File: src/rtl/dep_issue_scheduler.sv
// Tracks per-slot dependency rows and offers dependency-free slots to execute.
// Latency: a slot whose row becomes empty at edge E is offered after edge E+2.
// Backpressure: the offer holds until issue_ready; an offer reloads on the handshake edge.
module dep_issue_scheduler #(
   parameter int bs = 16
) (
   input  logic                  clk,
   input  logic                  rst,
   input  logic                  alloc_valid,
   input  logic [$clog2(bs)-1:0] alloc_index,
   input  logic [bs-1:0]         alloc_idt,
   input  logic                  done_valid,
   input  logic [$clog2(bs)-1:0] done_index,
   output logic                  issue_valid,
   output logic [$clog2(bs)-1:0] issue_index,
   input  logic                  issue_ready,
   output logic [bs-1:0]         busy,
   output logic [$clog2(bs):0]   count,
   output logic                  full,
   output logic                  alloc_err
);

   localparam int IW = $clog2(bs);

   typedef enum logic [2:0] {
      S_FREE,
      S_WAIT,
      S_READY,
      S_OFFERED,
      S_ISSUED
   } slot_state_e;

   slot_state_e   state_q [bs];
   slot_state_e   state_d [bs];
   logic [bs-1:0] dep_q   [bs];
   logic [bs-1:0] dep_d   [bs];

   logic          issue_valid_q, issue_valid_d;
   logic [IW-1:0] issue_index_q, issue_index_d;
   logic          alloc_err_q, alloc_err_d;

   logic          done_eff;
   logic [bs-1:0] done_mask;
   logic [bs-1:0] busy_eff;
   logic          handshake;
   logic          offer_load;
   logic          alloc_ok;
   logic [bs-1:0] cand;
   logic          pick_vld;
   logic [IW-1:0] pick_idx;

   // Occupancy view: any slot not FREE is busy; count/full follow from it.
   always_comb begin
      count = '0;
      for (int s = 0; s < bs; s++) begin
         busy[s] = (state_q[s] != S_FREE);
         count   = count + {{IW{1'b0}}, busy[s]};
      end
      full = (count == (IW+1)'(bs));
   end

   // Per-cycle events and lowest-index READY candidate selection.
   always_comb begin
      done_eff  = done_valid && (state_q[done_index] == S_ISSUED);
      done_mask = '0;
      if (done_eff) begin
         done_mask[done_index] = 1'b1;
      end
      busy_eff   = busy & ~done_mask;
      handshake  = issue_valid_q && issue_ready;
      offer_load = !issue_valid_q || handshake;
      // A completion on the target slot frees it in time for this allocation.
      alloc_ok   = alloc_valid &&
                   ((state_q[alloc_index] == S_FREE) || (done_eff && (done_index == alloc_index)));
      for (int s = 0; s < bs; s++) begin
         cand[s] = (state_q[s] == S_READY);
      end
      if (handshake) begin
         cand[issue_index_q] = 1'b0;
      end
      pick_vld = 1'b0;
      pick_idx = '0;
      for (int s = bs - 1; s >= 0; s--) begin
         if (cand[s]) begin
            pick_vld = 1'b1;
            pick_idx = IW'(s);
         end
      end
   end

   // Next-state for slot states, dependency rows, the offer register and alloc_err.
   always_comb begin
      for (int s = 0; s < bs; s++) begin
         state_d[s] = state_q[s];
         dep_d[s]   = dep_q[s] & ~done_mask;
         // Row is judged on its registered value so the READY step costs one cycle.
         if ((state_q[s] == S_WAIT) && (dep_q[s] == '0)) begin
            state_d[s] = S_READY;
         end
         if ((state_q[s] == S_ISSUED) && done_eff && (done_index == IW'(s))) begin
            state_d[s] = S_FREE;
         end
         if (handshake && (issue_index_q == IW'(s))) begin
            state_d[s] = S_ISSUED;
         end
         if (offer_load && pick_vld && (pick_idx == IW'(s))) begin
            state_d[s] = S_OFFERED;
         end
         if (alloc_ok && (alloc_index == IW'(s))) begin
            state_d[s] = S_WAIT;
            dep_d[s]   = alloc_idt & busy_eff;
            dep_d[s][s] = 1'b0;
         end
      end
      issue_valid_d = issue_valid_q;
      issue_index_d = issue_index_q;
      if (offer_load) begin
         issue_valid_d = pick_vld;
         if (pick_vld) begin
            issue_index_d = pick_idx;
         end
      end
      alloc_err_d = alloc_valid && !alloc_ok;
   end

   // State registers with synchronous reset.
   always_ff @(posedge clk) begin
      if (rst) begin
         for (int s = 0; s < bs; s++) begin
            state_q[s] <= S_FREE;
            dep_q[s]   <= '0;
         end
         issue_valid_q <= 1'b0;
         issue_index_q <= '0;
         alloc_err_q   <= 1'b0;
      end else begin
         for (int s = 0; s < bs; s++) begin
            state_q[s] <= state_d[s];
            dep_q[s]   <= dep_d[s];
         end
         issue_valid_q <= issue_valid_d;
         issue_index_q <= issue_index_d;
         alloc_err_q   <= alloc_err_d;
      end
   end

   assign issue_valid = issue_valid_q;
   assign issue_index = issue_index_q;
   assign alloc_err   = alloc_err_q;

endmodule
File: config.mk
export PLATFORM = sky130hd
export DESIGN_NAME = dep_issue_scheduler
export DESIGN_NICKNAME = d
export VERILOG_FILES = /design/src/rtl/dep_issue_scheduler.sv
export SDC_FILE = /design/constraint.sdc
export NUM_CORES = 1
export LEC_CHECK = 0
export ABC_CLOCK_PERIOD_IN_PS = 9400
export CAP_MARGIN = 20
export CORE_MARGIN = 8
export CORE_UTILIZATION = 47
export CTS_BUF_LIST = sky130_fd_sc_hd__clkbuf_4 sky130_fd_sc_hd__clkbuf_8 sky130_fd_sc_hd__clkbuf_16
export DETAILED_ROUTE_END_ITERATION = 10
export GPL_TIMING_DRIVEN = 1
export PLACE_DENSITY_LB_ADDON = 0.12
export SKIP_CTS_REPAIR_TIMING = 1
export SKIP_LAST_GASP = 1
export SYNTH_ARGS = -nofsm -noshare
export SYNTH_HDL_FRONTEND = slang
export SYNTH_SLANG_ARGS = --single-unit
File: constraint.sdc
create_clock -name clk -period 9.4 [get_ports clk]
set_input_delay 1.88 -clock clk [delete_from_list [all_inputs] [get_ports clk]]
set_output_delay 1.88 -clock clk [all_outputs]
set_load 0.005 [all_outputs]
* Yosys cells after proc, flatten, opt, wreduce, memory -nomap -nowiden
Memory sizes are Yosys's and may differ from the RTL's. Index checks and enable logic that the tools add are counted.
Storage, ports and cells: bits in registers 6, bits in writable memories 304, input port bits 29, output and inout bits 28, word-level logic and storage cells 503, memories kept 2
Memory list:
- dep_q | words 16, bits a word 16, rd ports 16, clocked after Yosys merged registers in 0, write ports 16, RTL line 35 | logic [bs-1:0] dep_q [bs];
- state_q | words 16, bits a word 3, rd ports 18, clocked after Yosys merged registers in 0, write ports 16, RTL line 33 | slot_state_e state_q [bs];
Cells by class: add/sub/neg operators 15, order comparisons 4, equality and inequality tests 111, muxes and demuxes 169, bitwise logic cells 53, reduce and logical (&&, ||, !) cells 146
Operators with widths (number):
- 16-bit 2-to-1 mux | 34
- 16-bit bitwise AND | 19
- 3-bit 2-to-1 mux | 96
- 16-bit zero test | 16
- 4-bit == test (second input constant) | 32
- 1-bit logical AND | 104
- 4-bit by 3-bit == test with 1-bit output (second input constant) | 16
- 4-bit 2-to-1 mux | 16
- 5-bit by 1-bit adder with 5-bit output | 11
- 3-bit == test (second input constant) | 17
- 3-bit by 1-bit == test with 1-bit output (second input constant) | 16
- 3-bit by 2-bit == test with 1-bit output (second input constant) | 16
- 3-bit nonzero test | 16
- 4-bit by 2-bit == test with 1-bit output (second input constant) | 8
- 16-bit NOT | 2
- 1-bit bitwise OR | 32
- 1-bit 2-to-1 mux | 21
- 4-bit by 1-bit == test with 1-bit output (second input constant) | 4
- 4-bit zero test | 4
- 4-bit by 5-bit less-than comparator with 1-bit output (second input constant) | 2
- 1-bit demux with 4-bit select | 2
- 4-bit by 1-bit >= comparator with 1-bit output (second input constant) | 2
- 4-bit by 1-bit adder with 5-bit output | 1
- 5-bit == test (second input constant) | 1
- other kinds (8) | 10

* Depth between registers and ports, before layout
depth in word-level cells 28, gate-level depth with buffers 11, depth with buffers taken out 11

* Worst setup path before layout
OpenSTA, ideal clock, no wires.
path type reg2out, from mem state_q[15][0] (netlist name), to out full, arrival time 3.993 ns, data required time 7.520 ns, setup slack 3.527 ns, cell stages (with the launch flop) 12, path buffers 0, cell sequence dfxtp_1 > or3_1 > fa_1 > fa_1 > fa_1 > fa_1 > ha_1 > inv_1 > fa_1 > nor2b_1 > o21a_1 > nor4b_1
RTL lines:
- start: declaration | RTL line 33
- end: declaration | RTL line 19 | output logic full,

==> reports/summary.txt <==
========================================================================================
Result of the run                                                           finished, final reports clean
Final estimated routing congestion in global placement                             0.933
Power per cell area                                                          237 nW/um^2
Die Width                                                                         186 um
Hold Path End                                                               dep_q[1][10]$_SDFF_PP0_
Detailed router's first-iteration violation count                                   1413
Most common cell in the synthesized netlist                                 sky130_fd_sc_hd__dfxtp_1
Sequential cell area fraction in the yosys report                                  0.458
TritonCTS sink count                                                                 310
Library cell used as clock root buffer                                      sky130_fd_sc_hd__clkbuf_16
Area contributors post-synth                                                sky130_fd_sc_hd__dfxtp_1 46%, sky130_fd_sc_hd__nand2_1 6.8%, sky130_fd_sc_hd__mux2i_1 6.5%, sky130_fd_sc_hd__a21oi_1 5.0%, sky130_fd_sc_hd__nor2_1 4.2%
Total overflow reported by the global router                                           0
Commonest register cell after synthesis                                     sky130_fd_sc_hd__dfxtp_1
Register-to-register path setup slack                                            5.56 ns
Critical path arrival                                                            5.22 ns
Residual antenna-violating net count after detailed routing                            0
Worst setup SP type                                                            flip-flop
Post-synth cell types                                                                 70
Post-Route Utilization                                                             0.546
Clock period minus final worst setup slack                                       7.10 ns
Initial core utilization                                                           0.475
Die Y                                                                             186 um
Number of rows in the core area                                                       62
Core region area                                                             28500 sq um
Required time worst endpoint                                                     7.52 ns
Capturing point of the worst reg2reg path                                   dep_q[1][4]$_SDFF_PP0_
Source of the worst register-to-register timing path                        state_q[2][1]$_SDFFE_PP0P_
Cell area after synthesis                                                    13600 sq um
Yosys warning total                                                                    0
Total half-perimeter wirelength after legalization and detailed placement       32200 um
CP startpoint                                                               state_q[15][0]$_SDFFE_PP0P_
I/O pin count                                                                         57
Vias                                                                               12400
Final Hold Violating Endpoints                                                         0
H-tree level count                                                                     2
TritonCTS clock tree                                                               built
Count of final setup violators                                                         0
Maximum fanout along the worst path                                                    5
RSZ-0062 raised after global routing                                                  no
Startpoint of the lowest-slack hold path                                    dep_q[1][10]$_SDFF_PP0_
Count of flip-flops with a built-in enable after synthesis                             0
Slew at the pin with the worst max-slew slack                                    1.19 ns
Number of storage elements in the synthesis netlist                                  310
Global-route wire length before repair                                          72900 um
WL final                                                                        48400 um
Buffer levels on the longest clock path                                                3
Net total in the final layout                                                       1657
Category of the worst setup path capture point                               output port
List of most frequent post-synthesis cells                                  310 x sky130_fd_sc_hd__dfxtp_1, 246 x sky130_fd_sc_hd__nand2_1, 151 x sky130_fd_sc_hd__nor2_1
R2R cell count                                                                         7
Fraction of final layout cells with drive strength greater than 1                 0.0924
Diode insertion count for antenna repair                                               0
Peak clock frequency supported by timing                                       0.141 GHz
Ys async rst share                                                                     0
Post-route DRC                                                                         0
CTS Buf Count                                                                         34
Hold crit path type                                                              reg2reg
Reported leakage power                                                           6.18 nW
Final worst clock skew                                                         0.0118 ns
Post-route clock period utilization                                                0.756
Cell type with the highest aggregate area in the netlist                    sky130_fd_sc_hd__dfxtp_1
Syn_nets                                                                            1637
DIE AREA                                                                     34500 sq um
Count of final max-slew check failures                                                 0
Placed Cells                                                                        1958
Synth Area per Inst                                                           8.51 sq um
Clock slew at reported path FFs                                                  0.06 ns
Top cell type's share of synthesized area                                          0.458
Critical path class                                                              reg2out
Pre-antenna DRT Iters                                                                  8
Worst vdd rail ir drop                                                            149 uV
Number of buffer cells added on primary ports                                         56
Area Growth Syn to Fin                                                             15.0%
All-layer global routing usage                                                     0.280
Accumulated negative setup slack                                                    0 ns
Clock latency of the later-clocked register in the worst-skew pair               0.52 ns
Vias in the first global route                                                     11600
Via-per-instance ratio                                                              6.13
Worst slew margin                                                                  0.206
Pin count of the biggest net entering global routing                                  48
Initial antenna violation count                                                        0
Final standard cell count with taps included and fillers excluded                   2019
DR WL/cell                                                                       24.0 um
Synth Instances                                                                     1593
Max-cap violations                                                                     0
Worst Hold Depth                                                                       2
========================================================================================
==> worst max path at each step <==
stage,slack (ns),endpoint
3_5_place_dp,2.88,full
3_3_place_gp,2.89,full
6_report,2.30,full
2_1_floorplan,3.53,full
4_1_cts,2.30,full
5_1_grt,2.12,full
==> power breakdown <==
| part | internal [mW] | switching (mW) | total (mW) |
|---|---|---|---|
| combinational | 0.387 | 0.578 | 0.965 |
| sequential | 1.35 | 0.0571 | 1.41 |
| clock | 0.781 | 0.542 | 1.32 |
==> worst max-delay path, stage by stage (launching register included) <==
cell	delay, ns
sky130_fd_sc_hd__dfxtp_1	0.35
sky130_fd_sc_hd__or3_1	0.51
sky130_fd_sc_hd__fa_1	0.54
sky130_fd_sc_hd__fa_1	0.54
sky130_fd_sc_hd__fa_1	0.52
sky130_fd_sc_hd__fa_1	0.52
sky130_fd_sc_hd__ha_1	0.16
sky130_fd_sc_hd__inv_1	0.06
sky130_fd_sc_hd__fa_1	0.45
sky130_fd_sc_hd__nor2b_1	0.14
sky130_fd_sc_hd__o21a_1	0.14
sky130_fd_sc_hd__nor4b_1	0.23
sky130_fd_sc_hd__clkdlybuf4s50_1	0.55
==> routing by layer <==
| layer | wire length, um | part of all wire | track usage |
|---|---|---|---|
| met3 | 4300 | 0.089 | 0.0562 |
| met1 | 20500 | 0.42 | 0.370 |
| met2 | 21500 | 0.44 | 0.438 |
| met5 | 0 | 0 | 0 |
| met4 | 2130 | 0.044 | 0.121 |
==> per-stage QoR <==
step                      instance area (sq um)  hold WS (ns)  setup WS (ns)  total power [mW]
after detailed placement                  14500         0.430           2.88              2.38
final                                     15600         0.452           2.30              3.70
after CTS                                 15600         0.451           2.30              3.69
after global routing                      15600         0.473           2.12              3.84
after floorplan                           13600         0.414           3.53              1.95
after global placement                    14400         0.432           2.89              2.38
==> cells by family after synthesis <==
kind of cell	share of synthesized area
flops	0.458
simple gates	0.265
fa+ha+maj	0.0194
compound gates	0.137
mux	0.0766
xor+xnor	0.00388
buf+inv	0.0406
==> final cells by class <==
cell class / count / area [sq um]
sequential: 310 / 6210
clock buffer: 46 / 972
timing repair buffer: 96 / 878
clock inverter: 12 / 124
inverter: 20 / 75.1
fill: 2659 / 13000
tap: 384 / 480
multi-input combinational: 1151 / 6860
==> layout by cell type, fill, tap and decap left out, drive strengths merged, types with 6 or more instances in the layout <==
cell           netlist  final
dfxtp              310    310
nand2              255    255
nor2               151    151
a21oi              144    144
mux2i               88     88
o21ai               72     72
nor4                70     70
nand3               65     65
clkdlybuf4s50        0     55
clkbuf              82     46
buf                 30     41
and3                32     32
nor3                24     24
nor3b               21     21
or3                 21     21
inv                 20     20
o211ai              18     18
nor4b               17     17
and2                16     16
nand2b              13     13
nand4               12     12
fa                  10     10
clkinv               0      9
nor2b                8      8
a31oi                8      8
mux4                 7      7
a211oi               7      7
o211a                7      7
o22ai                7      7
a21boi               7      7
o21a                 6      6
==> flip-flops by register name, indices dropped and copies added, names as in the netlist <==
signal,cells
alloc_err,1
dep_q,256
issue_index,4
issue_valid,1
state_q,48
Note: power is estimated with default switching activity, not from simulation.
